--- config.mk ---
export PLATFORM = sky130hd
export DESIGN_NAME = atp_change_dispenser
export DESIGN_NICKNAME = d
export VERILOG_FILES = /design/src/rtl/atp_change_dispenser.sv
export SDC_FILE = /design/constraint.sdc
export NUM_CORES = 1
export LEC_CHECK = 0
export CAP_MARGIN = 20
export CORE_ASPECT_RATIO = 0.5
export CORE_UTILIZATION = 35
export CTS_CLUSTER_SIZE = 30
export DETAILED_ROUTE_END_ITERATION = 8
export PLACE_DENSITY_LB_ADDON = 0.05
export SKIP_CTS_REPAIR_TIMING = 1
export SKIP_LAST_GASP = 1
export SLEW_MARGIN = 15
export SYNTH_ARGS = -nofsm -noshare
export SYNTH_HDL_FRONTEND = slang
export SYNTH_SLANG_ARGS = --single-unit
--- constraint.sdc ---
create_clock -name clk -period 5.2 [get_ports clk]
set_input_delay 1.04 -clock clk [delete_from_list [all_inputs] [get_ports clk]]
set_output_delay 1.04 -clock clk [all_outputs]
set_load 0.05 [all_outputs]
--- src/rtl/atp_change_dispenser.sv ---
// Change dispenser: pays an excess amount back as Rs 1000/500/100/50 notes,
// largest first, over a req/ack handshake, with per-denomination stock.

module atp_stock_cell #(
    parameter int CNT_W = 8
) (
    input  logic             clk,
    input  logic             reset,
    input  logic             wr,
    input  logic [CNT_W-1:0] wr_data,
    input  logic             dec,
    output logic [CNT_W-1:0] count
);
    always_ff @(posedge clk or negedge reset) begin
        if (!reset)
            count <= '0;
        else if (wr)
            count <= wr_data;
        else if (dec && count != '0)
            count <= count - 1'b1;
    end
endmodule

module atp_change_dispenser #(
    parameter int TIMEOUT_CYCLES = 39062,
    parameter int CNT_W          = 8
) (
    input  logic             clk,
    input  logic             reset,
    input  logic             start,
    input  logic [9:0]       amount,
    input  logic             load,
    input  logic [1:0]       load_sel,
    input  logic [CNT_W-1:0] load_count,
    input  logic             mech_ack,
    output logic             note_req,
    output logic [3:0]       note_sel,
    output logic             busy,
    output logic             done,
    output logic             fail,
    output logic             timeout,
    output logic [9:0]       remaining,
    output logic [9:0]       dispensed,
    output logic [CNT_W-1:0] stock_1000,
    output logic [CNT_W-1:0] stock_500,
    output logic [CNT_W-1:0] stock_100,
    output logic [CNT_W-1:0] stock_50
);
    localparam int NUM_DEN = 4;
    localparam int TO_W    = $clog2(TIMEOUT_CYCLES + 1);
    localparam logic [TO_W-1:0] TO_LAST = TO_W'(TIMEOUT_CYCLES - 1);

    typedef enum logic [2:0] {
        S_IDLE, S_CHECK, S_SELECT, S_REQ, S_DONE, S_FAIL
    } state_t;

    state_t state_q, state_d;

    logic [9:0]                    remaining_q, dispensed_q;
    logic [1:0]                    sel_idx_q;
    logic [TO_W-1:0]               tmr_q;
    logic                          timeout_q;
    logic [NUM_DEN-1:0][CNT_W-1:0] stock;
    logic [NUM_DEN-1:0]            stock_wr, stock_dec;

    logic       pick_found;
    logic [1:0] pick_idx;
    logic [9:0] sel_val, rem_after;
    logic       ack_hit, to_hit;

    // Index 0..3 = Rs 1000/500/100/50, in Rs 50 units.
    function automatic logic [9:0] unit_val(input logic [1:0] idx);
        case (idx)
            2'd0:    unit_val = 10'd20;
            2'd1:    unit_val = 10'd10;
            2'd2:    unit_val = 10'd2;
            default: unit_val = 10'd1;
        endcase
    endfunction

    // Scan smallest to largest so the largest qualifying note is the final winner.
    always_comb begin
        pick_found = 1'b0;
        pick_idx   = 2'd0;
        for (int i = NUM_DEN - 1; i >= 0; i--) begin
            if (unit_val(2'(i)) <= remaining_q && stock[i] != '0) begin
                pick_found = 1'b1;
                pick_idx   = 2'(i);
            end
        end
    end

    assign sel_val   = unit_val(sel_idx_q);
    assign rem_after = remaining_q - sel_val;
    assign ack_hit   = (state_q == S_REQ) && mech_ack;
    assign to_hit    = (state_q == S_REQ) && !mech_ack && (tmr_q == TO_LAST);

    always_ff @(posedge clk or negedge reset) begin
        if (!reset)
            state_q <= S_IDLE;
        else
            state_q <= state_d;
    end

    always_comb begin
        state_d = state_q;
        case (state_q)
            S_IDLE:   if (start) state_d = S_CHECK;
            S_CHECK:  state_d = (remaining_q == '0) ? S_DONE : S_SELECT;
            S_SELECT: state_d = pick_found ? S_REQ : S_FAIL;
            S_REQ: begin
                if (mech_ack)
                    state_d = (rem_after == '0) ? S_DONE : S_SELECT;
                else if (tmr_q == TO_LAST)
                    state_d = S_FAIL;
            end
            S_DONE:   state_d = S_IDLE;
            S_FAIL:   state_d = S_IDLE;
            default:  state_d = S_IDLE;
        endcase
    end

    always_ff @(posedge clk or negedge reset) begin
        if (!reset) begin
            remaining_q <= '0;
            dispensed_q <= '0;
            sel_idx_q   <= '0;
            tmr_q       <= '0;
            timeout_q   <= 1'b0;
        end else begin
            timeout_q <= to_hit;
            case (state_q)
                S_IDLE: begin
                    tmr_q <= '0;
                    if (start) begin
                        remaining_q <= amount;
                        dispensed_q <= '0;
                    end
                end
                S_SELECT: begin
                    tmr_q <= '0;
                    if (pick_found) sel_idx_q <= pick_idx;
                end
                S_REQ: begin
                    if (mech_ack) begin
                        remaining_q <= rem_after;
                        dispensed_q <= dispensed_q + sel_val;
                        tmr_q       <= '0;
                    end else if (to_hit) begin
                        tmr_q <= '0;
                    end else begin
                        tmr_q <= tmr_q + 1'b1;
                    end
                end
                default: tmr_q <= '0;
            endcase
        end
    end

    // Loads only land in IDLE and lose to a simultaneous start.
    genvar g;
    generate
        for (g = 0; g < NUM_DEN; g++) begin : g_stock
            assign stock_wr[g]  = (state_q == S_IDLE) && load && !start && (load_sel == 2'(g));
            assign stock_dec[g] = ack_hit && (sel_idx_q == 2'(g));
            atp_stock_cell #(.CNT_W(CNT_W)) u_cell (
                .clk     (clk),
                .reset   (reset),
                .wr      (stock_wr[g]),
                .wr_data (load_count),
                .dec     (stock_dec[g]),
                .count   (stock[g])
            );
        end
    endgenerate

    assign note_req   = (state_q == S_REQ);
    assign note_sel   = note_req ? (4'b1000 >> sel_idx_q) : 4'b0000;
    assign busy       = (state_q != S_IDLE);
    assign done       = (state_q == S_DONE);
    assign fail       = (state_q == S_FAIL);
    assign timeout    = timeout_q;
    assign remaining  = remaining_q;
    assign dispensed  = dispensed_q;
    assign stock_1000 = stock[0];
    assign stock_500  = stock[1];
    assign stock_100  = stock[2];
    assign stock_50   = stock[3];
endmodule

==> summary.txt, run 1 <==
Worst setup path
  • CP Max Fanout: 11
  • CP Cell Sequence: and3b_1 > and2_1 > clkdlybuf4s50_1
  • CP max stage cell: clkdlybuf4s50_1
  • CP peak stage delay: 0.80 ns
  • Worst setup SP type: register
  • CP arrival: roughly 2.3 ns
  • CP Capture Type: output port
  • CP Class: reg -> out
  • Worst endpoint required time: between 4 and 5 ns
  • Reg2Reg Depth: 9

Placement
  • Placed cell count: 720
  • Placed inst area: 5530 um2
  • Detailed placement HPWL: approximately 9 mm
  • Port bufs: 85
  • RD Place Congestion: 0.797

Final layout
  • Area of the multi-input gates: ~2500 um2
  • Layout cell share with drive strength beyond 1: 6.29%
  • Fillcell total: 1227
  • # diodes: 0
  • Sequential Area: ~1900 um2
  • Most frequent cells in the layout: clkdlybuf4s50_1, dfrtp_1, nand2_1
  • Area delta synth->final: 28.9%
  • Finished Layout Cells: 737
  • Design area: between 5000 and 6000 um2
  • Most common cell after layout, fill and taps aside: clkdlybuf4s50_1
  • Nets: around 620

Synthesis
  • Synth Area in Simple Gates: a little under a quarter
  • Top FF cell, synth: dfrtp_1
  • Synthesized net count: ~540
  • Largest family of logic cells by synthesized area: simple AND/OR/NAND/NOR gates
  • Synth unique cells: 64
  • Post-synthesis compound-gate area fraction: 18.3%
  • Post-synthesis adder-cell area fraction: roughly 8%
  • FFs w/ async S/R, synth: 100%
  • Syn_area_per_cell: 9.36 um2
  • Sequential area share after synthesis: between 40 and 50%
  • Syn. warnings: 0
  • Multiplexer share of the synthesized area: 0%
  • EDFF count, synth: 0
  • Post-synthesis cell area: 4530 um2
  • Gate Count Post-Synth: approximately 480
  • Post-synthesis xor/xnor area fraction: 5.80%
  • Seq cells post-synth: between 70 and 80

Timing
  • Max-Slew Margin vs Limit: a little over a third
  • Setup tns final: 0 ns
  • Final Max Slew Viols: 0
  • F_max: roughly 300 MHz
  • Worst-Margin Slew: just under 1 ns
  • RSZ-0062 raised after global routing: no
  • Worst-case clock skew: slightly above 0.009 ns
  • Crit share post-route: between 60% and 70%
  • Final hold vios: 0
  • Final setup fails: 0
  • Final Critical Period: 3.37 ns

Status
  • Status: finished clean

GRT
  • Global route total overflow: 0
  • First-pass GRT wire length: 20.2 mm
  • Initial antenna violation count: 0
  • GRT Overall Usage: between 10% and 20%
  • Number of global-route vias before repair: 3787
  • Largest net degree at the start of global routing: between 70 and 80

Clock network
  • # clock sinks: 74
  • CTS tree: done
  • Number of H-tree levels: 3
  • Clk_lat worst skew: 0.33 ns
  • Clock Tree Buf Depth: 2
  • Clock transition at path regs: around 0.060 ns
  • Root buffer cell: clkbuf_16
  • CTS Buf Count: 9

Power and ir drop
  • Static Leak: around 0.0024 uW
  • Power per Cell Area: slightly below 700 nW/um2
  • Peak VDD IR: between 0.0002 and 0.0003 V

Floorplan
  • Io pins: 86
  • Core area: 12200 um2
  • Initial Utilization: between 30% and 40%
  • Die height: approximately 82 um
  • Die width: between 150 and 200 um
  • Die Area: 13400 um2
  • Num rows: 28

Min path
  • Hold Path Class: reg -> reg
  • Hold Crit Depth: 1

Routing
  • Routed len/inst: ~17 um
  • Vias per std cell: ~5.3
  • DRT Wirelength: approximately 13 mm
  • Vias: ~3900
  • Initial DRC Count: 210
  • Remaining antenna violation count after routing: 0
  • DRC: 0
  • First-pass iteration count of the detailed router: 4

Job
  • Max-cap violations: 0
==> synth_stat cells, drive strengths merged, types with 9 or more instances <==
cell | instances | share of area [%]
o311ai | 11 | 2.1
nand3 | 20 | 2.2
clkbuf | 10 | 0.83
o211ai | 13 | 2.3
ha | 25 | 6.9
inv | 22 | 1.8
or3 | 12 | 1.8
dfrtp | 74 | 41
nor3 | 11 | 1.4
nand2 | 53 | 4.4
o21ai | 29 | 3.2
xor2 | 14 | 2.7
xnor2 | 16 | 3.1
a21oi | 18 | 2.0
nor2 | 43 | 3.6
a221o | 10 | 2.2
and2 | 9 | 1.2
==> kinds of logic (layout without fill, tap and decap cells) <==
logic type               after synthesis  count (layout)
AO/OA/AOI/OAI                        114             114
XOR/XNOR                              30              30
flip-flops                            74              74
AND/OR/NAND/NOR                      201             201
buffers and inverters                 38             126
adder cells (fa/ha/maj)               27              27
==> final timing paths <==
path | from | to | slack, ns
max | state_q[2] | note_sel[2] | 1.83
min | tmr_q[0] | tmr_q[0] | 0.52
max reg2reg | sel_idx_q[0] | state_q[2] | 2.44
min reg2reg | tmr_q[0] | tmr_q[0] | 0.52
max in group asynchronous | reset | tmr_q[15] | 4.04
min in group asynchronous | reset | g_stock[1].u_cell.count[0] | 0.59
==> routing by layer <==
layer | vias to the layer above | wire length (um) | global-route usage [%]
li1 | 1937 | - | -
met1 | 1915 | 6230 | 26.8
met2 | 75 | 5640 | 32.3
met3 | 7 | 585 | 4.95
met4 | 0 | 102 | 4.39
met5 | - | 0 | 0
==> stage by stage <==
stage	worst slack, ns	util [%]	total power (uW)	hold slack, ns
floorplan	2.33	-	2710	0.481
global placement	1.62	45.4	3460	0.505
detailed placement	1.52	45.4	3470	0.498
CTS	1.81	47.7	4090	0.522
global route	1.67	47.9	4340	0.543
finish	1.83	47.9	4050	0.515
==> area by class of cell <==
class | instances | area share [%]
Clock inverter | 4 | 0.450
Timing Repair Buffer | 88 | 15.3
Inverter | 22 | 1.41
Tap cell | 165 | 3.53
Clock buffer | 12 | 4.39
Multi-Input combinational cell | 372 | 43.3
Sequential cell | 74 | 31.7
==> power by group <==
group	switching, uW	leakage, uW	total (uW)	internal, uW
clock	252	0.000139	601	349
combinational	1480	0.00127	2370	887
sequential	307	0.000957	1090	779
==> flip-flops by register name, indices dropped and copies added, names as in the netlist <==
name	flops
state_q	3
dispensed	10
g_stock.u_cell.count	32
remaining	10
tmr_q	16
timeout	1
sel_idx_q	2
==> critical path, delay by kind of cell (launching register included) <==
kind | cells | cell delay (ns)
buf+inv | 1 | 0.80
flops | 1 | 0.47
simple gates | 2 | 0.73
Power figures use the tool's default switching activity.
==> inputs of run 2 (changes only) <==
==> constraint.sdc (replaced) <==
create_clock -name clk -period 3.1 [get_ports clk]
set_input_delay 0.62 -clock clk [delete_from_list [all_inputs] [get_ports clk]]
set_output_delay 0.62 -clock clk [all_outputs]
set_load 0.05 [all_outputs]
==> run 2 against run 1 <==
Net effect: clock skew up 0.00078 ns; utilization up 0.93 points; wire length down 0.80%; largest cell class unchanged; largest power group unchanged.
==> summary.txt, run 2 (synthesis gave the netlist of run 1 again) <==
Routing
  • Remaining antenna violation count after routing: 0 (unchanged)
  • DRT Wirelength: 12.5 mm (was 12.6 mm)
  • Vias: 3983 (was 3934)
  • DRC: 0 (unchanged)
  • Vias per std cell: 5.34 (about the same)
  • Routed len/inst: 16.7 um (was 17.0 um)
  • Initial DRC Count: 172 (was 210)
  • First-pass iteration count of the detailed router: 4 (unchanged)

Clock network
  • # clock sinks: 74 (unchanged)
  • Number of H-tree levels: 3 (unchanged)
  • CTS tree: done (unchanged)
  • Clk_lat worst skew: 0.34 ns (was 0.33 ns)
  • Root buffer cell: clkbuf_16 (unchanged)
  • CTS Buf Count: 9 (unchanged)
  • Clock transition at path regs: 0.06 ns (about the same)
  • Clock Tree Buf Depth: 2 (unchanged)

Final layout
  • Area delta synth->final: 31.4% (was 28.9%)
  • Most common cell after layout, fill and taps aside: clkdlybuf4s50_1 (unchanged)
  • # diodes: 0 (unchanged)
  • Registers with the most flip-flops: g_stock.u_cell.count: 32 flops, tmr_q: 16 flops (unchanged)
  • Design area: 5950 um2 (was 5840 um2)
  • Fillcell total: 1185 (was 1227)
  • Most frequent cells in the layout: clkdlybuf4s50_1, dfrtp_1, nand2_1 (unchanged)
  • Register with the most flip-flops: g_stock.u_cell.count (unchanged)
  • Nets: 628 (was 619)
  • Layout cell share with drive strength beyond 1: 7.92% (was 6.29%)
  • Max FFs per register: 32 (unchanged)
  • Sequential Area: 1850 um2 (unchanged)
  • Area of the multi-input gates: 2530 um2 (unchanged)

Placement
  • Post-Place Setup Slack: 0.305 ns (was 1.52 ns)
  • RD Place Congestion: 0.834 (was 0.797)
  • Port bufs: 85 (unchanged)
  • Placed inst area: 5600 um2 (was 5530 um2)
  • Detailed placement HPWL: 9.14 mm (was 9.00 mm)

GRT
  • Initial antenna violation count: 0 (unchanged)
  • Global route total overflow: 0 (unchanged)
  • Number of global-route vias before repair: 3783 (was 3787)
  • First-pass GRT wire length: 20.1 mm (was 20.2 mm)
  • Largest net degree at the start of global routing: 75 (unchanged)
  • GRT Overall Usage: 19.7% (was 19.8%)

Power and ir drop
  • Peak VDD IR: 0.000558 V (was 0.000277 V)
  • Power per Cell Area: 1170 nW/um2 (was 694 nW/um2)
  • Static Leak: 0.00243 uW (was 0.00236 uW)

Min path
  • Hold Path Class: in -> async (was reg -> reg)

Worst setup path
  • CP Capture Type: output port (unchanged)
  • Worst endpoint required time: 2.48 ns (was 4.16 ns)
  • Worst setup SP type: register (unchanged)
  • CP Class: reg -> out (unchanged)
  • CP arrival: 2.12 ns (was 2.33 ns)
  • CP Max Fanout: 10 (was 11)

Status
  • Status: finished clean (unchanged)

Timing
  • Crit share post-route: between 80% and 90%
  • Worst setup margin: 0.361 ns (was 1.83 ns)
  • Max-Slew Margin vs Limit: 30.7% (was 35.2%)
  • Final setup fails: 0 (unchanged)
  • Worst-Margin Slew: 1.03 ns (was 0.969 ns)
  • Final hold vios: 0 (unchanged)
  • RSZ-0062 raised after global routing: no (unchanged)
  • Final Critical Period: between 2 and 3 ns
  • Worst-case clock skew: 0.00995 ns (was 0.00917 ns)
  • Hold Slack: 0.153 ns (was 0.515 ns)
  • Setup tns final: 0 ns (unchanged)
  • F_max: roughly 370 MHz
  • Final Max Slew Viols: 0 (unchanged)

Floorplan
  • Die width: 163 um (unchanged)
  • Die Area: 13400 um2 (unchanged)
  • Core area: 12200 um2 (unchanged)
  • Num rows: 28 (unchanged)
  • Die height: 82.5 um (unchanged)
  • Initial Utilization: 37.2% (unchanged)
  • Io pins: 86 (unchanged)

Job
  • Max-cap violations: 0 (unchanged)
==> run 2: area by class of cell <==
class	count	share of cell area (%)
clock inverters	6	1.51
clock buffers	10	4.01
well taps	165	3.47
multi-input cells	372	42.4
repair buffers	97	16.1
flip-flops and latches	74	31.1
inverters	22	1.39
==> run 2: path summary, 6_finish.rpt <==
check                                   from                         end  slack, ns  cells past startpoint
worst min register to register  dispensed[9]                dispensed[9]       0.49                      1
min in group clk                dispensed[9]                dispensed[9]       0.49                      1
worst min-delay path                   reset  g_stock[2].u_cell.count[6]       0.15                      1
max in group asynchronous              reset                dispensed[4]       2.35                      2
worst max-delay path              state_q[1]                 note_sel[2]       0.36                      3
worst max register to register  sel_idx_q[0]                  state_q[2]       0.42                      9
==> run 2: report_power, final <==
group          leakage [uW]  internal, uW  switching (uW)  total, uW
combinational       0.00131          1520            2490       4010
clock              0.000159           728             434       1160
sequential         0.000957          1310             503       1810
==> run 2: critical path: stages, from the launching register on <==
cell             delay (ns)
dfrtp_1                0.50
and3b_1                0.33
and2_1                 0.16
clkdlybuf4s50_1        0.80
==> run 2: stage by stage <==
step | power (uW) | utilization [%] | cells
after floorplan | 4540 | - | 484
after global placement | 5830 | 45.9 | 729
after detailed placement | 5830 | 45.9 | 729
after CTS | 7030 | 48.6 | 745
after global routing | 7470 | 48.8 | 746
final | 6980 | 48.8 | 746
==> run 2: routing by layer <==
metal / track usage (%) / vias up / part of all wire [%]
met4: 4.21 / 0 / 0.62
met2: 31.5 / 59 / 44
met3: 4.95 / 8 / 4.8
met5: 0 / - / 0
li1: - / 1959 / -
met1: 26.9 / 1957 / 51
